### src/rtl/ram_addr_seq.sv
// Burst RAM address sequencer: loads start address and beat count, then issues one address per beat.
// Optional wrap-window increment enabled by defining RAM_ADDR_SEQ_WRAP_EN.
module ram_addr_seq #(
    parameter int SIZE_ADDR = 8,
    parameter int SIZE_LEN  = 4,
    parameter int WRAP_BITS = 4
) (
    input  logic                 i_clk,
    input  logic                 i_rst_n,
    input  logic                 i_start,
    input  logic [SIZE_ADDR-1:0] i_start_addr,
    input  logic [SIZE_LEN-1:0]  i_burst_len,
    input  logic                 i_rd_en,
    input  logic                 i_wr_en,
    output logic [SIZE_ADDR-1:0] o_addr_ram,
    output logic                 o_busy,
    output logic                 o_last,
    output logic                 o_done,
    output logic                 o_err
);

    if (WRAP_BITS < 1 || WRAP_BITS > SIZE_ADDR) begin : g_bad_wrap_bits
        $error("ram_addr_seq: WRAP_BITS must be within 1..SIZE_ADDR");
    end

    typedef enum logic {IDLE, BURST} state_t;

    state_t               state, state_n;
    logic [SIZE_ADDR-1:0] addr_q, addr_n, addr_inc;
    logic [SIZE_LEN-1:0]  cnt_q, cnt_n;
    logic                 done_q, done_n, err_q, err_n;
    logic                 busy, beat, collide, cnt_zero;

    assign busy     = (state == BURST);
    assign cnt_zero = (cnt_q == '0);
    assign beat     = busy && (i_rd_en ^ i_wr_en);
    assign collide  = busy && i_rd_en && i_wr_en;

`ifdef RAM_ADDR_SEQ_WRAP_EN
    // Upper bits stay put; only the window offset rolls over.
    localparam logic [SIZE_ADDR-1:0] WMASK = {SIZE_ADDR{1'b1}} >> (SIZE_ADDR - WRAP_BITS);
    assign addr_inc = (addr_q & ~WMASK) | ((addr_q + 1'b1) & WMASK);
`else
    assign addr_inc = addr_q + 1'b1;
`endif

    always_ff @(posedge i_clk or negedge i_rst_n) begin
        if (!i_rst_n) state <= IDLE;
        else          state <= state_n;
    end

    always_comb begin
        state_n = state;
        case (state)
            IDLE:    if (i_start) state_n = BURST;
            BURST:   if (beat && cnt_zero) state_n = IDLE;
            default: state_n = IDLE;
        endcase
    end

    always_comb begin
        addr_n = addr_q;
        cnt_n  = cnt_q;
        done_n = 1'b0;
        err_n  = 1'b0;
        case (state)
            IDLE: begin
                if (i_start) begin
                    addr_n = i_start_addr;
                    cnt_n  = i_burst_len;
                end else if (i_rd_en || i_wr_en) begin
                    err_n = 1'b1;
                end
            end
            BURST: begin
                // A start during a burst is flagged but does not block the beat.
                err_n = i_start || collide;
                if (beat) begin
                    if (cnt_zero) begin
                        done_n = 1'b1;
                    end else begin
                        addr_n = addr_inc;
                        cnt_n  = cnt_q - 1'b1;
                    end
                end
            end
            default: ;
        endcase
    end

    always_ff @(posedge i_clk or negedge i_rst_n) begin
        if (!i_rst_n) begin
            addr_q <= '0;
            cnt_q  <= '0;
            done_q <= 1'b0;
            err_q  <= 1'b0;
        end else begin
            addr_q <= addr_n;
            cnt_q  <= cnt_n;
            done_q <= done_n;
            err_q  <= err_n;
        end
    end

    assign o_addr_ram = addr_q;
    assign o_busy     = busy;
    assign o_last     = busy && cnt_zero;
    assign o_done     = done_q;
    assign o_err      = err_q;

endmodule

### config.mk
export PLATFORM = sky130hd
export DESIGN_NAME = ram_addr_seq
export DESIGN_NICKNAME = d
export VERILOG_FILES = /design/src/rtl/ram_addr_seq.sv
export SDC_FILE = /design/constraint.sdc
export NUM_CORES = 1
export LEC_CHECK = 0
export ABC_AREA = 1
export BUFFER_PORTS_ARGS = -buffer_cell sky130_fd_sc_hd__buf_2
export CAP_MARGIN = 40
export CORE_MARGIN = 2
export CORE_UTILIZATION = 54
export DETAILED_ROUTE_END_ITERATION = 6
export HOLD_SLACK_MARGIN = 0.05
export PLACE_DENSITY_LB_ADDON = 0.3
export SETUP_SLACK_MARGIN = 0.5
export SLEW_MARGIN = 20
export SYNTH_ARGS = -nofsm -noshare
export SYNTH_HDL_FRONTEND = slang
export SYNTH_SLANG_ARGS = --single-unit
### constraint.sdc
create_clock -name i_clk -period 3.4 [get_ports i_clk]
set_input_delay 1.02 -clock i_clk [delete_from_list [all_inputs] [get_ports i_clk]]
set_output_delay 1.02 -clock i_clk [all_outputs]
set_load 0.01 [all_outputs]
==> results of run 1 <==
per-layer routing:
metal | part of all wire (%) | routed length [microns] | vias to the layer above | track usage, %
met4 | 2.2 | 48 | 0 | 14.44
met3 | 4.0 | 87 | 5 | 6.923
met2 | 49 | 1085 | 25 | 37.53
met5 | 0 | 0 | - | 0
met1 | 44 | 973 | 444 | 30.94
li1 | - | - | 492 | -
worst max-delay path: cells and delay by family (launching register included):
kind                     cells  cell delay (ns)
AND/OR/NAND/NOR              1             0.12
flip-flops                   1             0.39
adder cells (fa/ha/maj)      1             0.20
buffers and inverters        3             0.35
cells by family (layout without fill, tap and decap cells):
logic type      count (synthesis)  count (layout)  synth area share, %
simple gates                   85              85                35.88
buf+inv                        21              50                11.17
flops                          15              15                37.64
compound gates                 14              14                9.410
fa+ha+maj                       4               4                5.019
xor+xnor                        1               1               0.8785
flip-flops by register name, indices dropped and copies added (netlist names):
| register | cells |
|---|---|
| cnt_q | 4 |
| o_err | 1 |
| o_addr_ram | 8 |
| o_busy | 1 |
| o_done | 1 |
worst paths after layout:
kind                                 startpoint                        end  slack (ns)
max                        cnt_q[0]$_DFFE_PN0P_                     o_last        1.03
min                        cnt_q[3]$_DFFE_PN0P_       cnt_q[3]$_DFFE_PN0P_        0.53
max reg2reg                cnt_q[0]$_DFFE_PN0P_       cnt_q[2]$_DFFE_PN0P_        1.81
min reg2reg                cnt_q[3]$_DFFE_PN0P_       cnt_q[3]$_DFFE_PN0P_        0.53
max in group asynchronous               i_rst_n  o_addr_ram[1]$_DFFE_PN0P_        2.53
min in group asynchronous               i_rst_n       cnt_q[1]$_DFFE_PN0P_        0.61
where the power goes:
group,internal [uW],switching (uW),total (uW)
sequential,264,79.2,343
combinational,239,389,628
clock,45.7,62.6,108
placed cells by master, fill, tap and decap left out:
| cell type | count |
|---|---|
| sky130_fd_sc_hd__inv_1 | 15 |
| sky130_fd_sc_hd__nor2_1 | 15 |
| sky130_fd_sc_hd__dfrtp_1 | 15 |
| sky130_fd_sc_hd__a21oi_1 | 1 |
| sky130_fd_sc_hd__clkbuf_4 | 3 |
| sky130_fd_sc_hd__nand2_1 | 50 |
| sky130_fd_sc_hd__nand3_2 | 1 |
| sky130_fd_sc_hd__inv_2 | 1 |
| sky130_fd_sc_hd__buf_4 | 1 |
| sky130_fd_sc_hd__clkbuf_1 | 1 |
| sky130_fd_sc_hd__nand2_2 | 1 |
| sky130_fd_sc_hd__nand3_1 | 12 |
| sky130_fd_sc_hd__o21ai_0 | 6 |
| sky130_fd_sc_hd__ha_1 | 4 |
| sky130_fd_sc_hd__a21oi_2 | 1 |
| sky130_fd_sc_hd__or2_2 | 2 |
| sky130_fd_sc_hd__o21ai_2 | 5 |
| sky130_fd_sc_hd__o22ai_1 | 1 |
| sky130_fd_sc_hd__xor2_1 | 1 |
| sky130_fd_sc_hd__clkinv_1 | 1 |
| sky130_fd_sc_hd__nor2_2 | 4 |
| sky130_fd_sc_hd__buf_2 | 28 |
through the flow:
step	hold slack (ns)	worst slack, ns	total power (uW)	std cells
6_report	0.5299	1.031	1079	194
5_1_grt	0.5624	0.9145	1199	194
4_1_cts	0.5275	1.027	1087	194
3_5_place_dp	0.4971	1.063	976.5	190
3_3_place_gp	0.4978	1.156	941.9	190
2_1_floorplan	0.4717	1.441	850.5	140
cells in the mapped netlist:
| cell | number | area [sq um] |
|---|---|---|
| sky130_fd_sc_hd__o22ai_1 | 1 | 6.260 |
| sky130_fd_sc_hd__nand2_1 | 50 | 187.7 |
| sky130_fd_sc_hd__clkinv_1 | 1 | 3.750 |
| sky130_fd_sc_hd__ha_1 | 4 | 50.05 |
| sky130_fd_sc_hd__o21ai_2 | 5 | 43.79 |
| sky130_fd_sc_hd__nand2_2 | 1 | 6.260 |
| sky130_fd_sc_hd__inv_1 | 15 | 56.30 |
| sky130_fd_sc_hd__a21oi_1 | 1 | 5.000 |
| sky130_fd_sc_hd__o21ai_0 | 6 | 30.03 |
| sky130_fd_sc_hd__a21oi_2 | 1 | 8.760 |
| sky130_fd_sc_hd__clkbuf_8 | 1 | 13.76 |
| sky130_fd_sc_hd__nor2_2 | 4 | 25.02 |
| sky130_fd_sc_hd__dfrtp_1 | 15 | 375.4 |
| sky130_fd_sc_hd__buf_6 | 3 | 33.78 |
| sky130_fd_sc_hd__xor2_1 | 1 | 8.760 |
| sky130_fd_sc_hd__inv_2 | 1 | 3.750 |
| sky130_fd_sc_hd__nor2_1 | 15 | 56.30 |
| sky130_fd_sc_hd__nand3_1 | 12 | 60.06 |
| sky130_fd_sc_hd__or2_2 | 2 | 12.51 |
| sky130_fd_sc_hd__nand3_2 | 1 | 10.01 |
cell type report:
cell class	count	share of cell area (%)
multi-input cells	104	44.20
flip-flops and latches	15	32.50
repair buffers	29	12.78
inverters	17	5.525
well taps	25	2.709
clock buffers	4	2.275
==> impl_metrics.sql, run 1 <==
INSERT INTO impl_metrics (metric_group, metric, value, unit) VALUES
('clock_tree', 'tritoncts', 'done', ''),
('synthesis', 'seq_area_frac_synth', '37.64', '%'),
('clock_tree', 'cts_max_level', '1', ''),
('setup_path', 'arrival', '1.35', 'ns'),
('floorplan', 'io_pins', '29', ''),
('floorplan', 'die_height', '46.97', 'microns'),
('routing', 'post_dr_wirelength_cell', '11.31', 'microns'),
('run_status', 'status', 'finished, final reports clean', ''),
('synthesis', 'ys_warn_count', '0', ''),
('pwr', 'cellPowerDensity', '934.4', 'nW/um^2'),
('timing', 'tns', '0', 'ns'),
('layout', 'area_growth_syn_to_layout', '15.81', '%'),
('layout', 'final_antenna_diode_count', '0', ''),
('pwr', 'max-vdd-ir-drop', '0.5067', 'mV'),
('timing', 'setup_viol_count_final', '0', ''),
('place', 'place.port_buffers', '28', ''),
('clock_tree', 'ctsResizeCount', '0', ''),
('timing', 'fmax', '422.1', 'MHz'),
('clock_tree', 'ctsHoldBuffers', '0', ''),
('place', 'global_placer_s_final_weighted_congestion', '0.7812', ''),
('global_route', 'grt_pass1_wl', '3.705', 'mm'),
('setup_path', 'path_class', 'register to primary output', ''),
('setup_path', 'crit_path_start_kind', 'register', ''),
('routing', 'drt_wl_total', '2.195', 'mm'),
('layout', 'layout_cells_sized_above_1', '27.81', '%'),
('routing', 'detail-route-antenna-nets', '0', ''),
('setup_path', 'worstPathCellList', 'inv_1, ha_1, nand3_2, inv_1, buf_2', ''),
('global_route', 'grt.overflow.total', '0', ''),
('clock_tree', 'cts_inserted_buffers', '3', ''),
('setup_path', 'path_common_cell', 'sky130_fd_sc_hd__inv_1', ''),
('floorplan', 'die-area', '2206', 'sq um'),
('timing', 'grt_setup_unrepaired', 'no', ''),
('clock_tree', 'tritoncts_num_sinks', '15', ''),
('synthesis', 'synth_cells', '140', ''),
('setup_path', 'slowest_delay', '0.39', 'ns'),
('synthesis', 'area_of_the_mapped_netlist', '997.2', 'sq um'),
('layout', 'nets', '191', ''),
('layout', 'layout_cell_area_excl_fill', '1155', 'sq um'),
('floorplan', 'rows', '15', ''),
('clock_tree', 'clk_root_buffer_cell', 'sky130_fd_sc_hd__clkbuf_4', ''),
('timing', 'tmin_final', '2.369', 'ns'),
('timing', 'timing.max_slew.rel_slack', '76.93', '%'),
('clock_tree', 'post-cts-setup-buffer-count', '0', ''),
('routing', 'vias', '966', ''),
('setup_path', 'cp.required', '2.38', 'ns'),
('global_route', 'number_of_antenna_violations_at_the_first_check_in_global_routing', '0', ''),
('floorplan', 'core', '1727', 'sq um'),
('synthesis', 'post_synthesis_net_count', '161', ''),
('floorplan', 'die_w', '46.97', 'microns'),
('timing', 'final.period_utilization', '69.68', '%'),
('routing', 'initial_drt_pass_iterations', '4', ''),
('synthesis', 'synth.lib_cells_used.distinct', '20', ''),
('timing', 'drv_slew', '0', ''),
('synthesis', 'synth-seq-cells', '15', ''),
('synthesis', 'syn_avg_cell_area', '7.123', 'sq um'),
('timing', 'clock_skew', '0.002200', 'ns'),
('setup_path', 'crit_path_end_kind', 'primary output', ''),
('min_path', 'min_delay_path_depth', '2', ''),
('layout', 'final_core_utilization', '66.88', '%'),
('global_route', 'grt_usage', '24.56', '%'),
('timing', 'hold_violations', '0', ''),
('place', 'hpwl', '1.597', 'mm'),
('pwr', 'power_leakage', '0.0006368', 'uW'),
('clock_tree', 'clock_latency', '0.29', 'ns'),
('routing', 'drcViolationCount', '0', ''),
('global_route', 'grt_start_max_net_pins', '21', ''),
('routing', 'via_per_inst', '4.979', ''),
('layout', 'layout.filler_cells', '163', ''),
('timing', 'timing_worst_slew_pin_value', '0.3460', 'ns'),
('floorplan', 'initial_util', '57.75', '%'),
('layout', 'multiInputGateArea', '510.5', 'sq um'),
('setup_path', 'timing.reg2reg.worst_path_depth', '7', ''),
('place', 'instance_area_at_placement', '1129', 'sq um'),
('clock_tree', 'clk_transition_reported_paths', '0.09', 'ns'),
('clock_tree', 'cts_buffer_depth', '2', ''),
('job', 'drv.max_cap_violation_count', '0', ''),
('setup_path', 'critical_path.slowest_cell', 'sky130_fd_sc_hd__dfrtp_1', ''),
('layout', 'regArea', '375.4', 'sq um'),
('setup_path', 'critPathMaxFanout', '5', ''),
('global_route', 'grt_pass1_vias', '890', ''),
('min_path', 'worst_hold_path_class', 'register to register', ''),
('routing', 'drt_iter0_markers', '17', '');
No activity file was read; power rests on OpenSTA's default activity.
==> run 2, diff against run 1 <==
CORE_UTILIZATION = 45   (was 54)
clock period = 2.09 ns   (was 3.4 ns; I/O delays follow)
==> impl_metrics.sql, run 2 (same netlist as run 1, synthesis figures left out) <==
INSERT INTO impl_metrics (metric_group, metric, value, unit) VALUES
('run_status', 'status', 'finished, final reports clean', ''),
('clock_tree', 'ctsHoldBuffers', '0', ''),
('setup_path', 'critPathMaxFanout', '2', ''),
('global_route', 'grt_start_max_net_pins', '16', ''),
('timing', 'tns', '0', 'ns'),
('floorplan', 'core', '2148', 'sq um'),
('timing', 'setup_viol_count_final', '0', ''),
('layout', 'final_antenna_diode_count', '0', ''),
('layout', 'largest_register_ffs', '8', ''),
('setup_path', 'path_class', 'register to primary output', ''),
('clock_tree', 'clk_root_buffer_cell', 'sky130_fd_sc_hd__clkbuf_4', ''),
('place', 'pre_cts_ws', '0.3079', 'ns'),
('place', 'place.port_buffers', '28', ''),
('timing', 'timing.max_slew.rel_slack', '77.16', '%'),
('clock_tree', 'tritoncts_num_sinks', '15', ''),
('floorplan', 'die_w', '51.08', 'microns'),
('routing', 'vias', '945', ''),
('timing', 'clock_skew', '0.004303', 'ns'),
('timing', 'tmin_final', '1.754', 'ns'),
('layout', 'layout_cells_sized_above_1', '34.48', '%'),
('floorplan', 'io_pins', '29', ''),
('pwr', 'max-vdd-ir-drop', '0.8959', 'mV'),
('pwr', 'power_leakage', '0.0006573', 'uW'),
('global_route', 'grt_pass1_wl', '3.712', 'mm'),
('routing', 'detail-route-antenna-nets', '0', ''),
('place', 'hpwl', '1.527', 'mm'),
('clock_tree', 'cts_inserted_buffers', '3', ''),
('layout', 'layout_commonest_cell', 'sky130_fd_sc_hd__nand2_1', ''),
('routing', 'post_dr_wirelength_cell', '10.16', 'microns'),
('layout', 'mostFrequentLayoutCells', '50 x sky130_fd_sc_hd__nand2_1, 28 x sky130_fd_sc_hd__buf_2, 14 x sky130_fd_sc_hd__nor2_1', ''),
('routing', 'drt_wl_total', '2.052', 'mm'),
('setup_path', 'crit_path_end_kind', 'primary output', ''),
('layout', 'layout_cell_area_excl_fill', '1221', 'sq um'),
('setup_path', 'crit-reg2reg-launch', 'o_busy$_DFF_PN0_', ''),
('timing', 'hold_ws', '0.2323', 'ns'),
('layout', 'nets', '196', ''),
('layout', 'area_growth_syn_to_layout', '22.46', '%'),
('place', 'global_placer_s_final_weighted_congestion', '0.7967', ''),
('timing', 'final.period_utilization', '83.95', '%'),
('place', 'dp_cells', '194', ''),
('job', 'drv.max_cap_violation_count', '0', ''),
('global_route', 'grt.overflow.total', '0', ''),
('setup_path', 'cp.required', '1.46', 'ns'),
('timing', 'hold_violations', '0', ''),
('floorplan', 'initial_util', '46.42', '%'),
('routing', 'via_per_inst', '4.678', ''),
('timing', 'timing_worst_slew_pin_value', '0.3427', 'ns'),
('layout', 'final_cells', '202', ''),
('global_route', 'number_of_antenna_violations_at_the_first_check_in_global_routing', '0', ''),
('clock_tree', 'clk_transition_reported_paths', '0.09', 'ns'),
('pwr', 'cellPowerDensity', '1517', 'nW/um^2'),
('setup_path', 'arrival', '1.13', 'ns'),
('floorplan', 'rows', '17', ''),
('global_route', 'grt_usage', '19.02', '%'),
('timing', 'grt_setup_unrepaired', 'yes', ''),
('clock_tree', 'clock_latency', '0.28', 'ns'),
('clock_tree', 'cts_buffer_depth', '2', ''),
('min_path', 'worst_hold_path_class', 'input port to asynchronous set/reset pin', ''),
('routing', 'drt_iter0_markers', '9', ''),
('place', 'instance_area_at_placement', '1140', 'sq um'),
('layout', 'layout.filler_cells', '217', ''),
('setup_path', 'r2r_slack', '0.61', 'ns'),
('setup_path', 'startpoint', 'cnt_q[0]$_DFFE_PN0P_', ''),
('clock_tree', 'cts_max_level', '1', ''),
('routing', 'initial_drt_pass_iterations', '4', ''),
('timing', 'post-route-worst-setup-slack', '0.3355', 'ns'),
('timing', 'drv_slew', '0', ''),
('setup_path', 'crit_path_start_kind', 'register', ''),
('global_route', 'grt_pass1_vias', '896', ''),
('timing', 'fmax', '570.0', 'MHz'),
('floorplan', 'die-area', '2609', 'sq um'),
('routing', 'drcViolationCount', '0', ''),
('clock_tree', 'tritoncts', 'done', ''),
('floorplan', 'die_height', '51.08', 'microns');
## run 2: cell count changes in the layout (fill, tap and decap cells not counted), moves of 2 or more
| cell | change |
|---|---|
| sky130_fd_sc_hd__dfrtp_1 | -2 |
| sky130_fd_sc_hd__inv_1 | -2 |
| sky130_fd_sc_hd__dfrtp_2 | +2 |
| sky130_fd_sc_hd__buf_4 | +5 |
## run 2: timing repair
item | 4_1_cts | 5_1_grt
setup endpoints to repair | 4 | 6
setup buffers | 4 | 0
gates resized for setup | 6 | 3
pin swaps | 1 | 0
## run 2: routing by layer
metal | vias to the layer above | GRT usage, % | routed length (microns)
li1 | 500 | - | -
met1 | 420 | 23.66 | 965
met2 | 23 | 32.47 | 977
met3 | 2 | 3.801 | 98
met4 | 0 | 6.757 | 11
met5 | - | 0 | 0
## run 2: metrics by stage
stage / utilization [%] / total power (uW)
floorplan: - / 1384
global placement: 53.06 / 1568
detailed placement: 53.06 / 1600
CTS: 56.49 / 1860
global route: 56.84 / 2093
finish: 56.84 / 1853
## run 2: final cells by class
class | instances | area, sq um | area share [%]
inverters | 17 | 70.07 | 5.738
flip-flops and latches | 15 | 377.9 | 30.94
clock inverters | 1 | 5.005 | 0.4098
multi-input cells | 104 | 525.5 | 43.03
repair buffers | 34 | 185.2 | 15.16
well taps | 28 | 35.03 | 2.869
clock buffers | 3 | 22.52 | 1.844
## run 2: final timing paths
path	to	cells past startpoint
max	o_last	5
min	o_addr_ram[0]$_DFFE_PN0P_	1
max reg2reg	cnt_q[3]$_DFFE_PN0P_	8
min reg2reg	o_addr_ram[7]$_DFFE_PN0P_	2
max in group asynchronous	o_addr_ram[4]$_DFFE_PN0P_	1
min in group i_clk	o_addr_ram[7]$_DFFE_PN0P_	2
## run 2: critical path, cell delays in order (launching register included)
cell	delay [ns]
sky130_fd_sc_hd__dfrtp_1	0.40
sky130_fd_sc_hd__inv_2	0.08
sky130_fd_sc_hd__ha_4	0.12
sky130_fd_sc_hd__nand3_2	0.07
sky130_fd_sc_hd__inv_1	0.05
sky130_fd_sc_hd__buf_2	0.12
## run 2: power breakdown
group | internal (uW) | leakage (uW) | switching, uW
combinational | 467 | 0.000458 | 641
sequential | 433 | 0.000181 | 144
clock | 71.1 | 0.0000177 | 96.7
total | 971 | 0.000657 | 881
==> run 3, diff against run 2 <==
ABC_AREA = 0   (was 1)
CORE_UTILIZATION = 49   (was 45)
clock period = 1.8 ns   (was 2.09 ns; I/O delays follow)
==> impl_metrics.sql, run 3 <==
INSERT INTO impl_metrics (metric_group, metric, value, unit) VALUES
('synthesis', 'synth.lib_cells_used.distinct', '33', ''),
('layout', 'layout.filler_cells', '71', ''),
('setup_path', 'startpoint', 'cnt_q[0]$_DFFE_PN0P_', ''),
('clock_tree', 'tritoncts', 'done', ''),
('setup_path', 'crit-reg2reg-launch', 'cnt_q[0]$_DFFE_PN0P_', ''),
('layout', 'mostFrequentLayoutCells', '25 x sky130_fd_sc_hd__buf_2, 22 x sky130_fd_sc_hd__buf_4, 13 x sky130_fd_sc_hd__dfrtp_1', ''),
('routing', 'drt_wl_total', '3.282', 'mm'),
('pwr', 'max-vdd-ir-drop', '1.382', 'mV'),
('synthesis', 'netlist.area_leader.share', '42.25', '%'),
('global_route', 'grt.overflow.total', '0', ''),
('global_route', 'grt_pass1_vias', '879', ''),
('synthesis', 'synth_edf_count', '0', ''),
('layout', 'area_growth_syn_to_layout', '73.94', '%'),
('timing', 'clock_skew', '0.01081', 'ns'),
('setup_path', 'critPathMaxFanout', '2', ''),
('place', 'hpwl', '1.733', 'mm'),
('setup_path', 'path_class', 'register to primary output', ''),
('synthesis', 'syn_avg_cell_area', '8.973', 'sq um'),
('clock_tree', 'cts_buffer_depth', '2', ''),
('floorplan', 'initial_util', '52.01', '%'),
('synthesis', 'seq_area_frac_synth', '42.25', '%'),
('job', 'drv.max_cap_violation_count', '0', ''),
('timing', 'timing_worst_slew_pin_value', '0.3654', 'ns'),
('place', 'global_placer_s_final_weighted_congestion', '0.7494', ''),
('routing', 'via_per_inst', '5.698', ''),
('setup_path', 'slowest_delay', '0.41', 'ns'),
('run_status', 'status', 'finished, violations left', ''),
('routing', 'initial_drt_pass_iterations', '4', ''),
('routing', 'vias', '1037', ''),
('layout', 'multiInputGateArea', '638.1', 'sq um'),
('floorplan', 'io_pins', '29', ''),
('routing', 'post_dr_wirelength_cell', '18.03', 'microns'),
('setup_path', 'crit_path_start_kind', 'register', ''),
('clock_tree', 'tritoncts_num_sinks', '15', ''),
('synthesis', 'synth-seq-cells', '15', ''),
('layout', 'layout_cells_sized_above_1', '60.51', '%'),
('layout', 'layout_commonest_cell', 'sky130_fd_sc_hd__buf_2', ''),
('setup_path', 'cp.required', '1.26', 'ns'),
('floorplan', 'rows', '15', ''),
('synthesis', 'ys_warn_count', '0', ''),
('min_path', 'worst_hold_path_class', 'input port to asynchronous set/reset pin', ''),
('timing', 'setup_viol_count_final', '3', ''),
('global_route', 'grt_start_max_net_pins', '16', ''),
('place', 'place.port_buffers', '28', ''),
('timing', 'timing.max_slew.rel_slack', '75.64', '%'),
('pwr', 'report.power.total', '2508', 'uW'),
('pwr', 'cellPowerDensity', '1623', 'nW/um^2'),
('floorplan', 'die-area', '2170', 'sq um'),
('routing', 'detail-route-antenna-nets', '0', ''),
('synthesis', 'post_synthesis_net_count', '120', ''),
('timing', 'post-route-worst-setup-slack', '-0.1037', 'ns'),
('setup_path', 'crit_path_end_kind', 'primary output', ''),
('global_route', 'grt_pass1_wl', '3.981', 'mm'),
('layout', 'regArea', '377.9', 'sq um'),
('timing', 'hold_ws', '0.1347', 'ns'),
('pwr', 'power_leakage', '0.0007281', 'uW'),
('routing', 'drt_iter0_markers', '28', ''),
('timing', 'drv_slew', '0', ''),
('timing', 'tmin_final', '1.904', 'ns'),
('clock_tree', 'clk_transition_reported_paths', '0.11', 'ns'),
('synthesis', 'synth_cells', '99', ''),
('layout', 'final_antenna_diode_count', '0', ''),
('timing', 'grt_setup_unrepaired', 'yes', ''),
('synthesis', 'area_of_the_mapped_netlist', '888.4', 'sq um'),
('setup_path', 'worstPathCellList', 'inv_2, ha_4, nor3b_4, and2_4, buf_6', ''),
('setup_path', 'arrival', '1.36', 'ns'),
('timing', 'final.period_utilization', '105.8', '%'),
('clock_tree', 'clk_root_buffer_cell', 'sky130_fd_sc_hd__clkbuf_4', ''),
('timing', 'fmax', '525.3', 'MHz'),
('synthesis', 'synth_ff_type', 'sky130_fd_sc_hd__dfrtp_1', ''),
('run_status', 'failed_checks', 'setup timing', ''),
('floorplan', 'die_height', '46.58', 'microns'),
('synthesis', 'synth_most_common_cell', 'sky130_fd_sc_hd__dfrtp_1', ''),
('layout', 'nets', '179', ''),
('global_route', 'grt_usage', '26.75', '%'),
('synthesis', 'leading_area_contributor_after_synthesis', 'sky130_fd_sc_hd__dfrtp_1', ''),
('routing', 'drcViolationCount', '0', ''),
('floorplan', 'core', '1708', 'sq um'),
('synthesis', 'synthTopCellsByArea', 'sky130_fd_sc_hd__dfrtp_1 42%, sky130_fd_sc_hd__ha_1 5.6%, sky130_fd_sc_hd__nand2_1 5.1%, sky130_fd_sc_hd__a32oi_1 3.9%, sky130_fd_sc_hd__nand3_1 3.9%', ''),
('timing', 'hold_violations', '0', ''),
('synthesis', 'synth.top_cells.by_count', '15 x sky130_fd_sc_hd__dfrtp_1, 12 x sky130_fd_sc_hd__nand2_1, 7 x sky130_fd_sc_hd__inv_1, 7 x sky130_fd_sc_hd__nand3_1, 6 x sky130_fd_sc_hd__nor2_1', ''),
('clock_tree', 'ctsHoldBuffers', '0', ''),
('clock_tree', 'cts_inserted_buffers', '3', ''),
('clock_tree', 'cts_max_level', '1', ''),
('synthesis', 'post_synthesis_async_set_or_reset_flop_share', '100.0', '%'),
('floorplan', 'die_w', '46.58', 'microns'),
('layout', 'largest_register_ffs', '8', ''),
('clock_tree', 'clock_latency', '0.30', 'ns'),
('setup_path', 'critical_path.slowest_cell', 'sky130_fd_sc_hd__dfrtp_1', ''),
('global_route', 'number_of_antenna_violations_at_the_first_check_in_global_routing', '0', '');
run 3: cell types whose count changed after synthesis, moves of 5 or more:
cell / delta
sky130_fd_sc_hd__nand2_1: -38
sky130_fd_sc_hd__nor2_1: -9
sky130_fd_sc_hd__inv_1: -8
sky130_fd_sc_hd__nand3_1: -5
sky130_fd_sc_hd__o21ai_2: -5
run 3: repair_timing:
action,in CTS,in global routing
endpoints found under the hold margin,0,0
gates cloned,0,0
pin swaps,4,12
buffers inserted,16,6
gates resized for setup,17,25
endpoints found under the setup margin,25,26
run 3: final cells by class:
cell class / instances / area share, %
well taps: 25 / 2.024
repair buffers: 58 / 27.94
flip-flops and latches: 15 / 24.45
multi-input cells: 73 / 41.30
clock inverters: 1 / 0.3239
clock buffers: 3 / 1.457
inverters: 7 / 2.510
run 3: where the power goes:
| part | leakage (uW) | total (uW) | internal (uW) | switching [uW] |
|---|---|---|---|---|
| combinational | 0.000540 | 1690 | 878 | 816 |
| clock | 0.0000177 | 212 | 82.8 | 129 |
| sequential | 0.000171 | 603 | 475 | 128 |
run 3: cell families after synthesis:
| family | share of synthesized area, % |
|---|---|
| simple gates | 26.76 |
| compound gates | 15.35 |
| flops | 42.25 |
| buf+inv | 5.633 |
| fa+ha+maj | 5.634 |
| mux | 3.380 |
| xor+xnor | 0.9861 |
run 3: critical path: cells and delay by family (launching register included):
kind | cells | cell delay (ns)
buf+inv | 2 | 0.18
fa+ha+maj | 1 | 0.13
flops | 1 | 0.41
simple gates | 2 | 0.35
run 3: stage by stage:
| step | TNS, ns | instance area [sq um] | utilization [%] | instances | setup WS (ns) |
|---|---|---|---|---|---|
| 2_1_floorplan | 0 | 934.6 | - | 99 | 0.06176 |
| 3_3_place_gp | -0.1270 | 1142 | 66.89 | 156 | -0.04820 |
| 3_5_place_dp | -0.2701 | 1142 | 66.89 | 156 | -0.1019 |
| 4_1_cts | -0.06472 | 1389 | 81.32 | 176 | -0.06472 |
| 5_1_grt | -0.3047 | 1545 | 90.48 | 182 | -0.1393 |
| 6_report | -0.1872 | 1545 | 90.48 | 182 | -0.1037 |
run 3: worst paths after layout:
| kind | endpoint | slack, ns | cells after the start |
|---|---|---|---|
| worst max-delay path | o_last | -0.10 | 5 |
| worst max register to register | o_addr_ram[3]$_DFFE_PN0P_ | -0.08 | 8 |
| worst min-delay path | o_addr_ram[4]$_DFFE_PN0P_ | 0.13 | 1 |
| worst min register to register | o_addr_ram[7]$_DFFE_PN0P_ | 0.50 | 1 |
| max in group asynchronous | o_addr_ram[2]$_DFFE_PN0P_ | 1.37 | 1 |
| min in group i_clk | o_addr_ram[3]$_DFFE_PN0P_ | 0.48 | 3 |
run 3: metal layers:
metal  share of wire [%]  vias to the layer above  track usage [%]  routed length, microns
met5                   0                        -                0                       0
li1                    -                      482                -                       -
met2                  50                       54            45.83                    1653
met1                  39                      483            32.93                    1287
met4                 4.4                        0            12.00                     146
met3                 5.9                       18            3.529                     195
